$ cat config.mk
export PLATFORM = sky130hd
export DESIGN_NAME = instr_deserializer_flat
export DESIGN_NICKNAME = d
export VERILOG_FILES = /design/src/rtl/instr_deserializer_pkg.sv /design/src/rtl/instr_deserializer_if.sv /design/src/rtl/instr_deserializer_sync_edge.sv /design/src/rtl/instr_deserializer.sv /design/src/flat_wrapper.sv
export SDC_FILE = /design/constraint.sdc
export NUM_CORES = 1
export LEC_CHECK = 0
export ABC_AREA = 1
export BUFFER_PORTS_ARGS = -buffer_cell sky130_fd_sc_hd__buf_2
export CAP_MARGIN = 25
export CORE_UTILIZATION = 45
export DETAILED_ROUTE_END_ITERATION = 8
export PLACE_DENSITY_LB_ADDON = 0.1
export SLEW_MARGIN = 15
export SYNTH_ARGS = -nofsm -noshare
export SYNTH_HDL_FRONTEND = slang
export SYNTH_SLANG_ARGS = --single-unit
$ cat constraint.sdc
create_clock -name clk -period 1.99 [get_ports clk]
set_input_delay 0.199 -clock clk [delete_from_list [all_inputs] [get_ports clk]]
set_output_delay 0.199 -clock clk [all_outputs]
set_load 0.01 [all_outputs]
$ cat src/rtl/instr_deserializer_pkg.sv
// Shared definitions for the instruction deserializer and the request queue.
//   - default field widths and the derived frame/instruction widths
//   - opcode bit that routes an instruction to the SHA side
//   - receive FSM state encoding
//   - clog2 and frame_width helpers usable in constant expressions
package instr_deserializer_pkg;

  localparam int ADDRW_DEF   = 24;
  localparam int OPCODEW_DEF = 2;

  // Number of bits needed to hold values 0 .. value-1.
  function automatic int clog2(input int value);
    int r;
    r = 0;
    for (int i = 0; i < 31; i++) begin
      if ((1 << i) < value) r = i + 1;
    end
    return r;
  endfunction

  function automatic int frame_width(input int addrw, input int opcodew);
    return 3 * addrw + opcodew;
  endfunction

  localparam int FRAMEW = frame_width(ADDRW_DEF, OPCODEW_DEF);
  localparam int INSTRW = FRAMEW;

  // opcode[OPC_SHA_BIT] = 0 -> AES queue, 1 -> SHA queue.
  localparam int OPC_SHA_BIT = 0;

  typedef enum logic [1:0] {
    IDLE     = 2'd0,
    SHIFT    = 2'd1,
    COMPLETE = 2'd2
  } state_t;

endpackage

$ cat src/rtl/instr_deserializer_if.sv
// Instruction hand-off bus between the deserializer and the request queue.
//   opcode, key_addr, text_addr, dest_addr : held instruction fields
//   valid_out : holding register has an instruction not yet accepted
//   ready_aes / ready_sha : queue sides able to accept
// Handshake: a transfer happens on every clk rising edge where valid_out is 1
// and the ready of the side chosen by opcode[OPC_SHA_BIT] is 1. While
// valid_out is 1 and no transfer has happened the fields are held stable;
// valid_out does not depend combinationally on either ready.
interface instr_deserializer_if
  import instr_deserializer_pkg::*;
#(
  parameter int ADDRW   = ADDRW_DEF,
  parameter int OPCODEW = OPCODEW_DEF
);
  logic [OPCODEW-1:0] opcode;
  logic [ADDRW-1:0]   key_addr;
  logic [ADDRW-1:0]   text_addr;
  logic [ADDRW-1:0]   dest_addr;
  logic               valid_out;
  logic               ready_aes;
  logic               ready_sha;

  modport master (
    output opcode, key_addr, text_addr, dest_addr, valid_out,
    input  ready_aes, ready_sha
  );

  modport slave (
    input  opcode, key_addr, text_addr, dest_addr, valid_out,
    output ready_aes, ready_sha
  );
endinterface

$ cat src/rtl/instr_deserializer_sync_edge.sv
// sync_edge: brings one asynchronous input into the clk domain.
//   clk, rst_n : clock, asynchronous active-low reset
//   d          : asynchronous input
//   q          : synchronized level (STAGES flops)
//   rise       : high for one clk when q goes 0 -> 1
module sync_edge #(
  parameter int STAGES = 2
) (
  input  logic clk,
  input  logic rst_n,
  input  logic d,
  output logic q,
  output logic rise
);
  logic [STAGES-1:0] pipe;
  logic              prev;

  always_ff @(posedge clk or negedge rst_n) begin
    if (!rst_n) begin
      pipe <= '0;
      prev <= 1'b0;
    end else begin
      pipe <= {pipe[STAGES-2:0], d};
      prev <= pipe[STAGES-1];
    end
  end

  assign q    = pipe[STAGES-1];
  assign rise = pipe[STAGES-1] & ~prev;
endmodule

$ cat src/rtl/instr_deserializer.sv
// instr_deserializer: receives one instruction per SPI mode-0 frame (MSB
// first, bits {opcode, key, text, dest}) and presents it on a single holding
// register with a valid/ready handshake routed by opcode[OPC_SHA_BIT].
//   clk, rst_n                   : clock, asynchronous active-low reset
//   spi_sclk, spi_cs_n, spi_mosi : host link, asynchronous to clk
//   q (master)                   : held instruction, valid_out, ready_aes/sha
//   busy                         : equals valid_out
//   err_drop                     : one-clk pulse when a complete frame is dropped
//   state_dbg                    : current receive FSM state
module instr_deserializer
  import instr_deserializer_pkg::*;
#(
  parameter int ADDRW       = 24,
  parameter int OPCODEW     = 2,
  parameter int SYNC_STAGES = 2
) (
  input  logic                  clk,
  input  logic                  rst_n,
  input  logic                  spi_sclk,
  input  logic                  spi_cs_n,
  input  logic                  spi_mosi,
  instr_deserializer_if.master  q,
  output logic                  busy,
  output logic                  err_drop,
  output state_t                state_dbg
);
  localparam int FW   = frame_width(ADDRW, OPCODEW);
  localparam int CNTW = clog2(FW + 1);

  logic sclk_s, sclk_rise, cs_s, cs_rise, mosi_s, mosi_rise;
  logic unused_rises;

  sync_edge #(.STAGES(SYNC_STAGES)) u_sync_sclk (
    .clk(clk), .rst_n(rst_n), .d(spi_sclk), .q(sclk_s), .rise(sclk_rise)
  );
  sync_edge #(.STAGES(SYNC_STAGES)) u_sync_cs (
    .clk(clk), .rst_n(rst_n), .d(spi_cs_n), .q(cs_s), .rise(cs_rise)
  );
  sync_edge #(.STAGES(SYNC_STAGES)) u_sync_mosi (
    .clk(clk), .rst_n(rst_n), .d(spi_mosi), .q(mosi_s), .rise(mosi_rise)
  );
  assign unused_rises = &{1'b0, sclk_s, cs_rise, mosi_rise};

  state_t            state, state_nxt;
  logic [CNTW-1:0]   cnt;
  logic [FW-2:0]     shreg;     // last bit goes straight into the holding register
  logic              armed;     // cs_n has been seen high since reset
  logic              cnt_clr, shift_en, last_bit;
  logic [FW-1:0]     frame_in;

  logic [OPCODEW-1:0] opc_r;
  logic [ADDRW-1:0]   key_r, text_r, dest_r;
  logic               valid_r;
  logic               sel_ready, xfer, load;

  // State register
  always_ff @(posedge clk or negedge rst_n) begin
    if (!rst_n) state <= IDLE;
    else        state <= state_nxt;
  end

  // Next-state logic
  always_comb begin
    state_nxt = state;
    case (state)
      IDLE:     if (armed && !cs_s) state_nxt = SHIFT;
      SHIFT:    if (cs_s)           state_nxt = IDLE;
                else if (last_bit)  state_nxt = COMPLETE;
      COMPLETE: if (cs_s)           state_nxt = IDLE;
      default:                      state_nxt = IDLE;
    endcase
  end

  // FSM outputs; an sclk rise in the same cycle that cs_n is seen high is
  // treated as part of the abort, not as a data bit.
  always_comb begin
    cnt_clr  = 1'b0;
    shift_en = 1'b0;
    last_bit = 1'b0;
    case (state)
      IDLE:  cnt_clr = armed && !cs_s;
      SHIFT: begin
        shift_en = !cs_s && sclk_rise;
        last_bit = !cs_s && sclk_rise && (cnt == CNTW'(FW - 1));
      end
      default: ;
    endcase
  end

  assign state_dbg = state;

  // After reset the synced cs_n reads 0; a frame may start only once cs_n
  // has actually been observed high.
  always_ff @(posedge clk or negedge rst_n) begin
    if (!rst_n)    armed <= 1'b0;
    else if (cs_s) armed <= 1'b1;
  end

  always_ff @(posedge clk or negedge rst_n) begin
    if (!rst_n) begin
      cnt   <= '0;
      shreg <= '0;
    end else if (cnt_clr) begin
      cnt   <= '0;
    end else if (shift_en) begin
      cnt   <= cnt + CNTW'(1);
      shreg <= {shreg[FW-3:0], mosi_s};
    end
  end

  assign frame_in  = {shreg, mosi_s};
  assign sel_ready = opc_r[OPC_SHA_BIT] ? q.ready_sha : q.ready_aes;
  assign xfer      = valid_r && sel_ready;
  // A frame completing while the held one leaves on the same edge still loads.
  assign load      = last_bit && (!valid_r || xfer);

  always_ff @(posedge clk or negedge rst_n) begin
    if (!rst_n) begin
      opc_r    <= '0;
      key_r    <= '0;
      text_r   <= '0;
      dest_r   <= '0;
      valid_r  <= 1'b0;
      err_drop <= 1'b0;
    end else begin
      err_drop <= last_bit && !load;
      if (load) begin
        opc_r   <= frame_in[FW-1 -: OPCODEW];
        key_r   <= frame_in[3*ADDRW-1 -: ADDRW];
        text_r  <= frame_in[2*ADDRW-1 -: ADDRW];
        dest_r  <= frame_in[ADDRW-1:0];
        valid_r <= 1'b1;
      end else if (xfer) begin
        valid_r <= 1'b0;
      end
    end
  end

  assign q.opcode    = opc_r;
  assign q.key_addr  = key_r;
  assign q.text_addr = text_r;
  assign q.dest_addr = dest_r;
  assign q.valid_out = valid_r;
  assign busy        = valid_r;
endmodule

$ cat src/flat_wrapper.sv
// flat-port wrapper written by rule: the top's interface ports become plain ports
module instr_deserializer_flat import instr_deserializer_pkg::*;
#(
  parameter int ADDRW       = 24,
  parameter int OPCODEW     = 2,
  parameter int SYNC_STAGES = 2
)
  (clk, rst_n, spi_sclk, spi_cs_n, spi_mosi, busy, err_drop, state_dbg, q_opcode, q_key_addr, q_text_addr, q_dest_addr, q_valid_out, q_ready_aes, q_ready_sha);
  instr_deserializer_if #(.ADDRW(ADDRW), .OPCODEW(OPCODEW)) q_i ();
  input  logic clk;
  input  logic rst_n;
  input  logic spi_sclk;
  input  logic spi_cs_n;
  input  logic spi_mosi;
  output logic busy;
  output logic err_drop;
  output state_t state_dbg;
  output wire logic [$bits(q_i.opcode)-1:0] q_opcode;
  output wire logic [$bits(q_i.key_addr)-1:0] q_key_addr;
  output wire logic [$bits(q_i.text_addr)-1:0] q_text_addr;
  output wire logic [$bits(q_i.dest_addr)-1:0] q_dest_addr;
  output wire logic [$bits(q_i.valid_out)-1:0] q_valid_out;
  input wire logic [$bits(q_i.ready_aes)-1:0] q_ready_aes;
  input wire logic [$bits(q_i.ready_sha)-1:0] q_ready_sha;
  assign q_opcode = q_i.opcode;
  assign q_key_addr = q_i.key_addr;
  assign q_text_addr = q_i.text_addr;
  assign q_dest_addr = q_i.dest_addr;
  assign q_valid_out = q_i.valid_out;
  assign q_i.ready_aes = q_ready_aes;
  assign q_i.ready_sha = q_ready_sha;
  instr_deserializer #(.ADDRW(ADDRW), .OPCODEW(OPCODEW), .SYNC_STAGES(SYNC_STAGES)) u_core (.clk(clk), .rst_n(rst_n), .spi_sclk(spi_sclk), .spi_cs_n(spi_cs_n), .spi_mosi(spi_mosi), .q(q_i), .busy(busy), .err_drop(err_drop), .state_dbg(state_dbg));
endmodule
Word-level counts from Yosys, hierarchy flattened

Index checks and enable logic that the tools add are counted.
W data, S select, Z words.

Register bits after elaboration: 166
Input port bits: 7
Output and inout port bits: 79

$add $sub $neg: 1
Equal/unequal tests: 6
Mux-type cells: 13
Bitwise operators: 3
Reduce and logical (&&, ||, !) cells: 15

Operator list:

| cell                  | number |
|---|---|
| $mux W7               | 2 |
| $mux W2               | 4 |
| $add A7 B1 Y7 const B | 1 |
| $eq A7 B7 Y1 const B  | 1 |
| $logic_and A1 B1 Y1   | 6 |
| $mux W1               | 6 |
| $pmux W2 S3           | 1 |
| $reduce_bool A2 Y1    | 2 |
| $logic_not A1 Y1      | 3 |
| $ne A3 B2 Y1 const B  | 1 |
| $reduce_and A3 Y1     | 1 |
| $eq A2 B1 Y1 const B  | 1 |
| $eq A2 B2 Y1 const B  | 1 |
| $logic_not A2 Y1      | 1 |
| $ne A2 B1 Y1 const B  | 1 |
| $ne A2 B2 Y1 const B  | 1 |
| $not A1 Y1            | 2 |
| $reduce_and A2 Y1     | 1 |
| $and A1 B1 Y1         | 1 |
| $logic_or A1 B1 Y1    | 1 |

Logic depth before layout (Yosys ltp)

Depth in word-level cells: 8
Gate-level depth with buffers: 9
Mapped depth without buffers: 8

By module

Synthesis repeated with hierarchy kept, for this count alone.

Cell total of the unflattened synthesis: 728
Area, all modules: 6691.4 µm²

By module, submodules not included:

| module             | instances | cells each | area each (µm²) | seq. area each (µm²) |
|---|---|---|---|---|
| instr_deserializer | 1         | 713        | 6436.2          | 3978.8 |
| sync_edge          | 3         | 5          | 85.1            | 75.1 |

Worst setup path before layout

OpenSTA, ideal clock, no wires.

Path kind: register to register
Start: reg u_core.cnt[1]
End: reg u_core.dest_r[15] (netlist: u_core.q.dest_addr[15])
Library setup time: 117 ps
Arrival: 1345 ps
Required time: 1873 ps
Setup slack: 527 ps
Cell stages (with the launch flop): 10
Path buffers: 2
Path through: dfrtp_1 -> inv_1 -> ha_1 -> nand3_1 -> nor2_1 -> nand3_1 -> buf_2 -> buf_4 -> nand2_1 -> nand2_1

Longest elaborated chain between the ends: 4

Ends and longest elaborated chain:

| element                  | line                      | RTL |
|---|---|---|
| start: declaration       | instr_deserializer.sv:45  | `logic [CNTW-1:0] cnt;` |
| start signal: assignment | instr_deserializer.sv:106 | `cnt <= cnt + CNTW'(1);` |
| $eq A7 B7 Y1             | instr_deserializer.sv:84  | `last_bit = !cs_s && sclk_rise && (cnt == CNTW'(FW - 1));` |
| $logic_and A1 B1 Y1      | instr_deserializer.sv:84  |  |
| $mux W1                  | instr_deserializer.sv:80  | `case (state)` |
| $logic_and A1 B1 Y1      | instr_deserializer.sv:115 | `assign load = last_bit && (!valid_r \|\| xfer);` |
| end signal: assignment   | instr_deserializer.sv:131 | `dest_r <= frame_in[ADDRW-1:0];` |
| end: declaration         | instr_deserializer.sv:52  | `logic [ADDRW-1:0] key_r, text_r, dest_r;` |

Every way passes these cells.
A chain may end at the register's enable or synchronous reset.

Worst setup path in the final report

Start: reg u_core.cnt[1]
End: reg u_core.state[0] (netlist: u_core.state_dbg[0])

Longest elaborated chain between the ends: 5

Ends and longest elaborated chain:

| element                     | line                     | RTL |
|---|---|---|
| $eq A7 B7 Y1                | instr_deserializer.sv:84 |  |
| $logic_and A1 B1 Y1         | instr_deserializer.sv:84 |  |
| $mux W1                     | instr_deserializer.sv:80 |  |
| $ne A3 B2 Y1 (no line)      | --                       |  |
| $reduce_and A3 Y1 (no line) | --                       |  |
| end signal: assignment      | instr_deserializer.sv:59 | `else state <= state_nxt;` |
| end: declaration            | instr_deserializer.sv:44 | `state_t state, state_nxt;` |

Every way passes these cells.

==> impl_results.md <==
* Hold Path Class: in2async
* Post-Synthesis Cell Area at 6590 um2
* Multiplexer area fraction after synthesis at 0
* Clk_skew at 3.90 ps
* Clk buf depth at 2
* Antenna Nets Post-Route at 0
* Post-Synth XOR/XNOR Area at 0.00133
* Syn_nets at 735
* DP Cell Count at 958
* Max stage delay on crit path at 390 ps
* WP buf/inv at 2
* Vias at 5,036
* RSZ-0062 raised after global routing: false
* CP startpoint kind: flop
* Status: completed
* Crit path cell chain: inv_1 > ha_1 > nand3_1 > nor2_4 > buf_12 > nand2_1 > nand3_1 > nand2_1
* Clock latency on the worst-skew pair at 420 ps
* Fin util at 0.558
* Total die area at 15,100 um2
* 1st-pass router iterations at 7
* Critical path class: reg2reg
* Setup TNS at 0 ps
* Worst IR Drop VDD at 599 uV
* Count leader, synth: nand2_1
* H-Tree Depth at 4
* FFs w/ async S/R, synth at 1.00
* Critical path peak fanout at 48
* Arrival time worst endpoint at 1990 ps
* PortBufs at 85
* DRC Markers at 0
* Final period util at 0.848
* Flops & latches, synth at 166
* Kind of cell adding the most delay to the critical path: simple AND/OR/NAND/NOR gates
* 1st-iter DRT viols at 404
* Area share of the largest cell type after synthesis at 0.630
* Initial antenna violation count at 0
* Vias in the first global route at 4,827
* Seq/Total Area, Yosys at 0.630
* Vias per Instance at 5.07
* Primary FF master, synth: dfrtp_1
* Routed wire per std cell at 13.8 um
* Max Cap Viol at 0
* Layout cells sized above 1 at 0.176
* Largest net degree at the start of global routing at 86
* Mean Syn Cell Area at 9.08 um2
* Antenna Cells at 0
* Slew headroom at 0.684
* GP Congestion at 0.772
* Compound-Gate Fraction of Synth Area at 0.00740
* CTS Sinks at 166
* HPWL after detailed placement at 8.58 mm
* Slew Limit Fails at 0
* Final setup fails at 0
* DRT Wirelength at 13.7 mm
* Simple-gate share of the synthesized area at 0.310
* FP Rows at 43
* Count of non-filler cells in the finished layout at 993
* PostCTS Resize Cnt at 0
* Largest family of logic cells by synthesized area: simple AND/OR/NAND/NOR gates
* Area leader, netlist: dfrtp_1
* Clk slew on worst S/H paths at 60 ps
* Fmax at 592 MHz
* Pleak at 4.52 nW
* Final hold vios at 0
* PwrDens at 904 nW/um2
* CTS tree: done
* Number of enable flip-flop cells after synthesis at 0
* Critical Path Sink Type: flop
* Worst-margin pin slew at 472 ps
* Min Tclk post-route at 1690 ps
* Yosys warns at 0
* Post-synthesis cell count at 726
* Layout area overhead at 19.4%
* GRT overflow at 0
* CTS buffer count at 17
* Clock root cell: clkbuf_16
* Synth top cells by count: 385 x nand2_1, 166 x dfrtp_1, 76 x nand4_1
* First-pass GRT wire length at 23.2 mm
* Die Span X at 123 um
* Io pins at 86
* Starting Density at 0.468
* Top cells by area, synth: dfrtp_1 63%, nand2_1 22%, nand4_1 7.2%, buf_2 1.4%, buf_4 1.4%
* Core area at 14,100 um2
* Overall routing resource usage at 0.198
* Nets at 810
* CP required at 2290 ps
* Unique masters post-synth at 21
* Height of the die at 123 um
* Critical Path Slowest Stage Cell: dfrtp_1
* Synth Area in Adders at 0.00380
## stage by stage
stage / setup slack [ps] / total power [mW] / instance area (um2) / hold WS, ps
global route: 179 / 7.37 / 7870 / 288
floorplan: 527 / 3.64 / 6590 / -96.6
finish: 302 / 7.11 / 7870 / 260
CTS: 312 / 7.20 / 7870 / 275
detailed placement: 322 / 3.78 / 7220 / 157
global placement: 374 / 3.77 / 7220 / 161
## logic make-up (layout without fill, tap and decap cells)
logic type               Yosys count  in the layout
AO/OA/AOI/OAI                      9              9
XOR/XNOR                           1              1
adder cells (fa/ha/maj)            2              2
buffers and inverters             63            150
flip-flops                       166            166
AND/OR/NAND/NOR                  485            485
## flip-flops by register name, summed over array words and instances, names as in the netlist, 2 cells and up
name / flops
u_core.shreg: 73
u_core.q.dest_addr: 24
u_core.q.key_addr: 24
u_core.q.text_addr: 24
u_core.cnt: 7
u_core.q.opcode: 2
u_core.state_dbg: 2
u_core.u_sync_cs.pipe: 2
u_core.u_sync_mosi.pipe: 2
u_core.u_sync_sclk.pipe: 2
## layer usage
layer  wire [um]  vias to the layer above  part of all wire  track usage
li1            -                     2472                 -            -
met1        6620                     2466              0.48        0.272
met2        6460                       83              0.47        0.308
met3         413                       15             0.030       0.0360
met4         225                        0             0.016       0.0851
met5           0                        -                 0            0
## report_power, final
part           internal (mW)  switching [mW]
Sequential              3.43          0.0459
Clock                   2.12            1.28
Combinational         0.0719           0.169
Total                   5.62            1.49
## layout make-up
type                       count  area [um2]
fill                        1280        6220
sequential                   166        4150
multi-input combinational    497        2160
timing repair buffer         105         667
clock buffer                  22         494
tap                          180         225
clock inverter                 9         123
inverter                      14        52.6
## cells in the final DEF, fill, tap and decap left out
| cell | count |
|---|---|
| nand2_2 | 1 |
| clkinv_2 | 5 |
| buf_6 | 1 |
| buf_2 | 84 |
| clkinvlp_4 | 1 |
| o22ai_1 | 1 |
| xnor2_1 | 1 |
| nand3_4 | 2 |
| clkbuf_16 | 17 |
| ha_1 | 2 |
| clkbuf_8 | 5 |
| o21ai_1 | 6 |
| buf_4 | 10 |
| nor2_4 | 2 |
| inv_1 | 10 |
| or2_2 | 1 |
| nand3_2 | 1 |
| bufinv_16 | 3 |
| o31ai_1 | 1 |
| inv_2 | 4 |
| dfrtp_1 | 166 |
| a21oi_1 | 1 |
| nand4_1 | 76 |
| nor2_1 | 10 |
| nand2_1 | 384 |
| buf_12 | 6 |
| nand3_1 | 8 |
| dlygate4sd3_1 | 4 |
## worst paths after layout
check	startpoint	to	slack [ps]	cells past startpoint
hold reg to reg	u_core.u_sync_sclk.pipe[0]	u_core.u_sync_sclk.pipe[1]	350	0
min in group clk	q_ready_aes	u_core.err_drop	280	4
max in group asynchronous	rst_n	u_core.q.text_addr[18]	1100	3
hold / removal	rst_n	u_core.q.key_addr[13]	260	2
setup reg to reg	u_core.cnt[1]	u_core.state_dbg[0]	300	8
setup / recovery	u_core.cnt[1]	u_core.state_dbg[0]	300	8
## timing repair
item / CTS / global route
setup endpoints to repair: 0 / 0
hold buffers: 4 / 0
buffers inserted: 0 / 0
hold endpoints to repair: 42 / 0
(Power assumes the default switching activity.)
